**config.mk**
```make
export PLATFORM = sky130hd
export DESIGN_NAME = kbd_event_sched
export DESIGN_NICKNAME = d
export VERILOG_FILES = /design/src/rtl/kbd_pkg.sv /design/src/rtl/kbd_event_fifo.sv /design/src/rtl/kbd_event_sched.sv
export SDC_FILE = /design/constraint.sdc
export NUM_CORES = 1
export LEC_CHECK = 0
export ABC_AREA = 1
export BUFFER_PORTS_ARGS = -buffer_cell sky130_fd_sc_hd__buf_2
export CORE_UTILIZATION = 35
export CTS_CLUSTER_DIAMETER = 50
export CTS_CLUSTER_SIZE = 25
export DETAILED_ROUTE_END_ITERATION = 7
export GPL_TIMING_DRIVEN = 0
export SYNTH_ARGS = -nofsm -noshare
export SYNTH_HDL_FRONTEND = slang
export SYNTH_SLANG_ARGS = --single-unit
```
**constraint.sdc**
```tcl
create_clock -name clk -period 2.6 [get_ports clk]
set_input_delay 0.39 -clock clk [delete_from_list [all_inputs] [get_ports clk]]
set_output_delay 0.39 -clock clk [all_outputs]
set_load 0.05 [all_outputs]
```
**src/rtl/kbd_pkg.sv**
```systemverilog
// Shared types and default sizing for the keyboard event scheduler.
package kbd_pkg;

    // One key event in the order the matrix expects its fields.
    typedef struct packed {
        logic       pressed;
        logic       extended;
        logic [7:0] code;
    } kbd_event_t;

    typedef enum logic {
        S_IDLE = 1'b0,
        S_GAP  = 1'b1
    } kbd_sched_state_t;

    localparam int KBD_FIFO_DEPTH = 8;
    localparam int KBD_MIN_GAP    = 50000;
    localparam int KBD_GAP_W      = 17;

endpackage

```
**src/rtl/kbd_event_fifo.sv**
```systemverilog
// Circular event buffer with wrap-around pointers and an occupancy count.
module kbd_event_fifo
    import kbd_pkg::*;
#(
    parameter int DEPTH = KBD_FIFO_DEPTH,
    localparam int PTR_W = $clog2(DEPTH),
    localparam int CNT_W = PTR_W + 1
) (
    input  logic             clk,
    input  logic             reset,
    input  logic             push,
    input  kbd_event_t       push_data,
    input  logic             pop,
    output kbd_event_t       pop_data,
    output logic [CNT_W-1:0] count,
    output logic             full,
    output logic             empty
);

    kbd_event_t       mem_q [DEPTH];
    logic [PTR_W-1:0] wr_ptr_q, wr_ptr_d;
    logic [PTR_W-1:0] rd_ptr_q, rd_ptr_d;
    logic [CNT_W-1:0] count_q, count_d;
    logic             push_ok, pop_ok;

    assign full     = (count_q == CNT_W'(DEPTH));
    assign empty    = (count_q == '0);
    assign count    = count_q;
    assign pop_data = mem_q[rd_ptr_q];
    assign push_ok  = push & ~full;
    assign pop_ok   = pop & ~empty;

    // Next pointers and count; pointers wrap naturally since DEPTH is a power of two.
    always_comb begin
        // NOTE: every combinational output gets a default first so no latch is inferred.
        wr_ptr_d = wr_ptr_q;
        rd_ptr_d = rd_ptr_q;
        count_d  = count_q;
        if (push_ok) wr_ptr_d = wr_ptr_q + 1'b1;
        if (pop_ok)  rd_ptr_d = rd_ptr_q + 1'b1;
        case ({push_ok, pop_ok})
            2'b10:   count_d = count_q + 1'b1;
            2'b01:   count_d = count_q - 1'b1;
            default: count_d = count_q;
        endcase
    end

    // Pointer and count registers.
    always_ff @(posedge clk) begin
        // NOTE: sequential state uses non-blocking assignments so all flops update together.
        if (reset) begin
            wr_ptr_q <= '0;
            rd_ptr_q <= '0;
            count_q  <= '0;
        end else begin
            wr_ptr_q <= wr_ptr_d;
            rd_ptr_q <= rd_ptr_d;
            count_q  <= count_d;
        end
    end

    // Event storage.
    always_ff @(posedge clk) begin
        // NOTE: storage is not reset; the pointers and count define which entries are valid.
        if (push_ok) mem_q[wr_ptr_q] <= push_data;
    end

endmodule

```
**src/rtl/kbd_event_sched.sv**
```systemverilog
// Merges PS/2 and injector key events into one paced toggle-strobe stream.
module kbd_event_sched
    import kbd_pkg::*;
#(
    parameter int FIFO_DEPTH = KBD_FIFO_DEPTH,
    parameter int MIN_GAP    = KBD_MIN_GAP,
    parameter int GAP_W      = KBD_GAP_W
) (
    input  logic       clk,
    input  logic       reset,
    input  logic       ps2_strobe,
    input  logic       ps2_pressed,
    input  logic       ps2_extended,
    input  logic [7:0] ps2_code,
    input  logic       inj_valid,
    output logic       inj_ready,
    input  logic       inj_pressed,
    input  logic       inj_extended,
    input  logic [7:0] inj_code,
    output logic       out_strobe,
    output logic       out_pressed,
    output logic       out_extended,
    output logic [7:0] out_code,
    output logic       busy,
    output logic       overflow
);

    localparam int CNT_W = $clog2(FIFO_DEPTH) + 1;

    kbd_sched_state_t state_q, state_d;
    logic [GAP_W-1:0] gap_q, gap_d;
    logic             strobe_q, strobe_d;
    kbd_event_t       out_ev_q, out_ev_d;
    logic             overflow_q, overflow_d;
    logic             ps2_prev_q, ps2_prev_d;

    logic             ps2_evt;
    logic             push, pop;
    kbd_event_t       push_data, head;
    logic [CNT_W-1:0] fifo_count;
    logic             fifo_full, fifo_empty;
    logic             inj_room;

    kbd_event_fifo #(.DEPTH(FIFO_DEPTH)) u_fifo (
        .clk       (clk),
        .reset     (reset),
        .push      (push),
        .push_data (push_data),
        .pop       (pop),
        .pop_data  (head),
        .count     (fifo_count),
        .full      (fifo_full),
        .empty     (fifo_empty)
    );

    // The last free slot is kept for PS/2, which cannot be back-pressured.
    assign ps2_evt    = ~reset & (ps2_strobe != ps2_prev_q);
    assign ps2_prev_d = ps2_strobe;
    assign inj_room   = (CNT_W'(FIFO_DEPTH) - fifo_count) >= CNT_W'(2);
    assign inj_ready  = ~reset & inj_room & ~ps2_evt;

    // Arbitration: PS/2 wins; a PS/2 event finding the FIFO full is dropped and flagged.
    always_comb begin
        push       = 1'b0;
        push_data  = '0;
        overflow_d = overflow_q;
        if (ps2_evt) begin
            if (!fifo_full) begin
                push      = 1'b1;
                push_data = '{pressed: ps2_pressed, extended: ps2_extended, code: ps2_code};
            end else begin
                overflow_d = 1'b1;
            end
        end else if (inj_valid && inj_ready) begin
            push      = 1'b1;
            push_data = '{pressed: inj_pressed, extended: inj_extended, code: inj_code};
        end
    end

    // Emission FSM: pop and toggle from IDLE, then count out the minimum gap.
    always_comb begin
        state_d  = state_q;
        gap_d    = gap_q;
        strobe_d = strobe_q;
        out_ev_d = out_ev_q;
        pop      = 1'b0;
        case (state_q)
            S_IDLE: begin
                if (!fifo_empty) begin
                    pop      = 1'b1;
                    out_ev_d = head;
                    strobe_d = ~strobe_q;
                    gap_d    = GAP_W'(MIN_GAP - 1);
                    state_d  = S_GAP;
                end
            end
            S_GAP: begin
                if (gap_q == '0) state_d = S_IDLE;
                else             gap_d   = gap_q - 1'b1;
            end
            default: state_d = S_IDLE;
        endcase
    end

    // Scheduler registers; the strobe history tracks the input during reset to avoid a false event.
    always_ff @(posedge clk) begin
        if (reset) begin
            state_q    <= S_IDLE;
            gap_q      <= '0;
            strobe_q   <= 1'b0;
            out_ev_q   <= '0;
            overflow_q <= 1'b0;
            ps2_prev_q <= ps2_strobe;
        end else begin
            state_q    <= state_d;
            gap_q      <= gap_d;
            strobe_q   <= strobe_d;
            out_ev_q   <= out_ev_d;
            overflow_q <= overflow_d;
            ps2_prev_q <= ps2_prev_d;
        end
    end

    assign out_strobe   = strobe_q;
    assign out_pressed  = out_ev_q.pressed;
    assign out_extended = out_ev_q.extended;
    assign out_code     = out_ev_q.code;
    assign overflow     = overflow_q;
    assign busy         = (state_q != S_IDLE) | ~fifo_empty;

endmodule
```
==> impl_metrics.py <==
metrics = {
    "cells_and_area": {
        "layout-drive-gt1-share": 0.185,
        "area_delta_synth_final_pct": 22.3,
        "fin_cells": 789,
        "nets": 624,
        "diodes": 0,
        "fillers": 1398,
    },
    "place": {
        "portBuffers": 37,
        "routabilityCongestion": 0.784,
        "dp.cells": 756,
        "pre_cts_ws_ps": -267,
        "dpl.hpwl_mm": 8.40,
    },
    "power_and_ir_drop": {
        "vdd_drop_max_mv": 0.642,
        "swShare": 0.383,
        "p_int_mw": 5.13,
        "clkPwrFrac": 0.315,
        "seqPwrFrac": 0.315,
        "cellPowerDensity_mw_per_mm2": 1290,
        "p_leak_nw": 2.48,
        "p_comb_frac": 0.370,
        "p_sw_mw": 3.19,
        "p_total_mw": 8.32,
    },
    "clock_network": {
        "cts_tree": "done",
        "path_clk_slew_ps": 60,
        "clk_latency_ps": 410,
        "clockBufferDepth": 2,
        "clock-root-buffer": "clkbuf_16",
        "clock_sinks": 121,
        "cts_hold_buf": 0,
        "ctsHtreeMaxLevel": 4,
        "cts_inserted_buffers": 17,
    },
    "synthesis": {
        "synth_cell_types": 32,
        "synth.largest_area_cell": "edfxtp_1",
        "syn-cell-area_mm2": 0.00528,
        "seq_area_frac_synth": 0.610,
        "ys_ff_latch": 121,
        "syn_area_per_cell_um2": 9.87,
        "synth.area.top_cells": "edfxtp_1 (45%), dfxtp_1 (16%), nand2_1 (6.0%), o21ai_0 (5.9%), nor2_1 (5.5%)",
        "synth_warnings": 0,
        "synthArstFlopShare": 0,
        "synth_common_cells": "nand2_1 (84), edfxtp_1 (80), nor2_1 (77), o21ai_0 (62), dfxtp_1 (41)",
        "syn_inst": 535,
        "synth_ff_type": "edfxtp_1",
        "synth.most_common_cell": "nand2_1",
        "synth-edff-count": 80,
        "synth_top_area_share": 0.455,
        "synth_nets": 567,
    },
    "timing": {
        "hold_viol": 0,
        "period_needed_ps": 2530,
        "slew-limit-headroom": 0.387,
        "finalMaxSlewViolations": 0,
        "rsz0062_at_grt": "true",
        "worst_slack_ps": 71.9,
        "fin_skew_ps": 8.64,
        "hold_slack_ps": 101,
        "worst_pin_slew_ps": 909,
        "max_freq_mhz": 396,
        "setup_viol": 0,
        "min_period_over_period": 0.972,
    },
    "critical_path": {
        "worst-setup-path-type": "reg -> reg",
        "max_stage_delay_ps": 350,
        "crit_path_start_kind": "register",
        "critical_path.top_delay_family": "simple AND/OR/NAND/NOR gates",
        "critPathSlowestCell": "dfxtp_2",
        "arrival_ps": 2840,
        "ff2ff_setup_slack_ps": 70,
        "cp.buffers_inverters": 2,
        "worstPathRequired_ps": 2910,
        "rr_startpoint": "u_fifo.count[0]",
        "path_cells": "inv_2 > ha_1 > or2_2 > nor2_1 > nand3_1 > nand3_2 > nand2_2 > nand2_2 > ha_4 > xor2_2 > ha_1 > a21oi_1 > xnor2_1 > o21ai_1 > inv_1",
        "critPathCaptureType": "register",
        "worstPathMaxFanout": 6,
        "cp-startpoint": "u_fifo.count[0]",
    },
    "status": {
        "violations": "DRC",
        "status": "finished with violations",
    },
    "route": {
        "wl_per_cell_um": 15.9,
        "wl_met1_mm": 5.57,
        "drtAntennaViolNets": 0,
        "top_layer": "met4",
        "via_count": 3996,
        "wl_mm": 12.6,
        "vias_per_cell": 5.06,
        "first_iter_violations": 370,
        "drt_first_pass_iters": 8,
        "wl_met3_um": 580,
        "dr_wl_met2_mm": 6.24,
        "drc_errors": 4,
    },
    "grt": {
        "grt_use_total": 0.170,
        "antenna_found_initial": 0,
        "first_global_vias": 3945,
        "grt_pass1_wl_mm": 20.2,
        "grt_max_degree": 17,
        "grt.overflow.total": 0,
    },
    "floorplanning": {
        "dieArea_mm2": 0.0156,
        "die_h_um": 125,
        "start_util": 0.361,
        "die_w_um": 125,
        "ios": 38,
        "num_rows": 44,
        "coreArea_mm2": 0.0146,
    },
    "hold_path": {
        "min_from": "ps2_strobe",
        "hold_class": "in -> reg",
    },
    "run": {
        "drv_cap": 0,
    },
}
## kinds of logic (layout without fill, tap and decap cells)
| family | count (synthesis) | count (layout) | share of synthesized area |
|---|---|---|---|
| AOI/OAI and AO/OA | 114 | 114 | 0.126 |
| xor gates and xnor gates | 11 | 11 | 0.0182 |
| adders and majority gates | 8 | 8 | 0.0189 |
| buffers and inverters | 66 | 136 | 0.0516 |
| DFF | 121 | 121 | 0.610 |
| and+or+nand+nor | 215 | 215 | 0.176 |
## routing by layer
layer | global-route usage | vias to the layer above
li1 | - | 1963
met1 | 0.207 | 1925
met2 | 0.291 | 92
met3 | 0.0417 | 16
met4 | 0.0603 | 0
met5 | 0 | -
## worst paths after layout
path	end	depth (start not counted)
worst max-delay path	u_fifo.count[2]	15
worst min register to register	out_code[2]	2
worst min-delay path	ps2_prev_q	1
worst max register to register	u_fifo.count[2]	15
## per-stage QoR
stage | setup TNS, ps | cell area, um^2 | utilization
floorplan | 0 | 5280 | -
global route | -1590 | 6460 | 0.441
global placement | -2120 | 5700 | 0.389
finish | 0 | 6460 | 0.441
detailed placement | -8110 | 5700 | 0.389
CTS | 0 | 6410 | 0.438
## sequential cells by signal, indices dropped and copies added (netlist names)
signal	count
u_fifo.mem_q	80
gap_q	17
out_code	8
u_fifo.count	4
u_fifo.rd_ptr_q	3
u_fifo.wr_ptr_q	3
out_extended	1
out_pressed	1
out_strobe	1
overflow	1
ps2_prev_q	1
state_q	1
## power by group through the flow
stage	Sequential [mW]	Clock [mW]	Combinational, mW
6_report	2.62	2.62	3.08
4_1_cts	2.61	2.64	3.05
5_1_grt	2.65	2.72	3.41
2_1_floorplan	2.90	0	1.90
3_3_place_gp	2.63	0	2.91
3_5_place_dp	2.64	0	2.98
## area by class of cell
class                   count  area [um^2]  share of cell area
plain buffers              24          114              0.0176
multi-input cells         348         1880               0.291
inverters                  42          159              0.0246
clock buffers              18          429              0.0664
flip-flops and latches    121         3230               0.500
well taps                 184          230              0.0356
clock inverters            14          226              0.0351
repair buffers             38          193              0.0298
## timing repair
action                     4_1_cts  5_1_grt
setup endpoints to repair       81      108
pin swaps                        1        0
setup buffers                    1        0
gates resized for setup         17       15
## cells in the final DEF, fill, tap and decap left out, types with 2 or more instances in the layout
master,count
a21oi_1,23
a21oi_2,4
buf_2,38
buf_4,2
bufinv_16,6
clkbuf_1,21
clkbuf_16,17
clkinv_1,2
clkinv_2,4
clkinvlp_4,2
dfxtp_1,39
edfxtp_1,80
ha_1,6
inv_1,36
inv_2,5
nand2_1,82
nand2_2,3
nand2_4,2
nand3_1,37
nand3_2,2
nand3b_1,2
nor2_1,69
nor2_2,7
nor2_4,6
o21ai_0,57
o21ai_1,7
o21ai_2,2
o221ai_1,20
or2_2,2
xnor2_1,4
xor2_1,5
xor2_2,2
(Power assumes the default switching activity.)
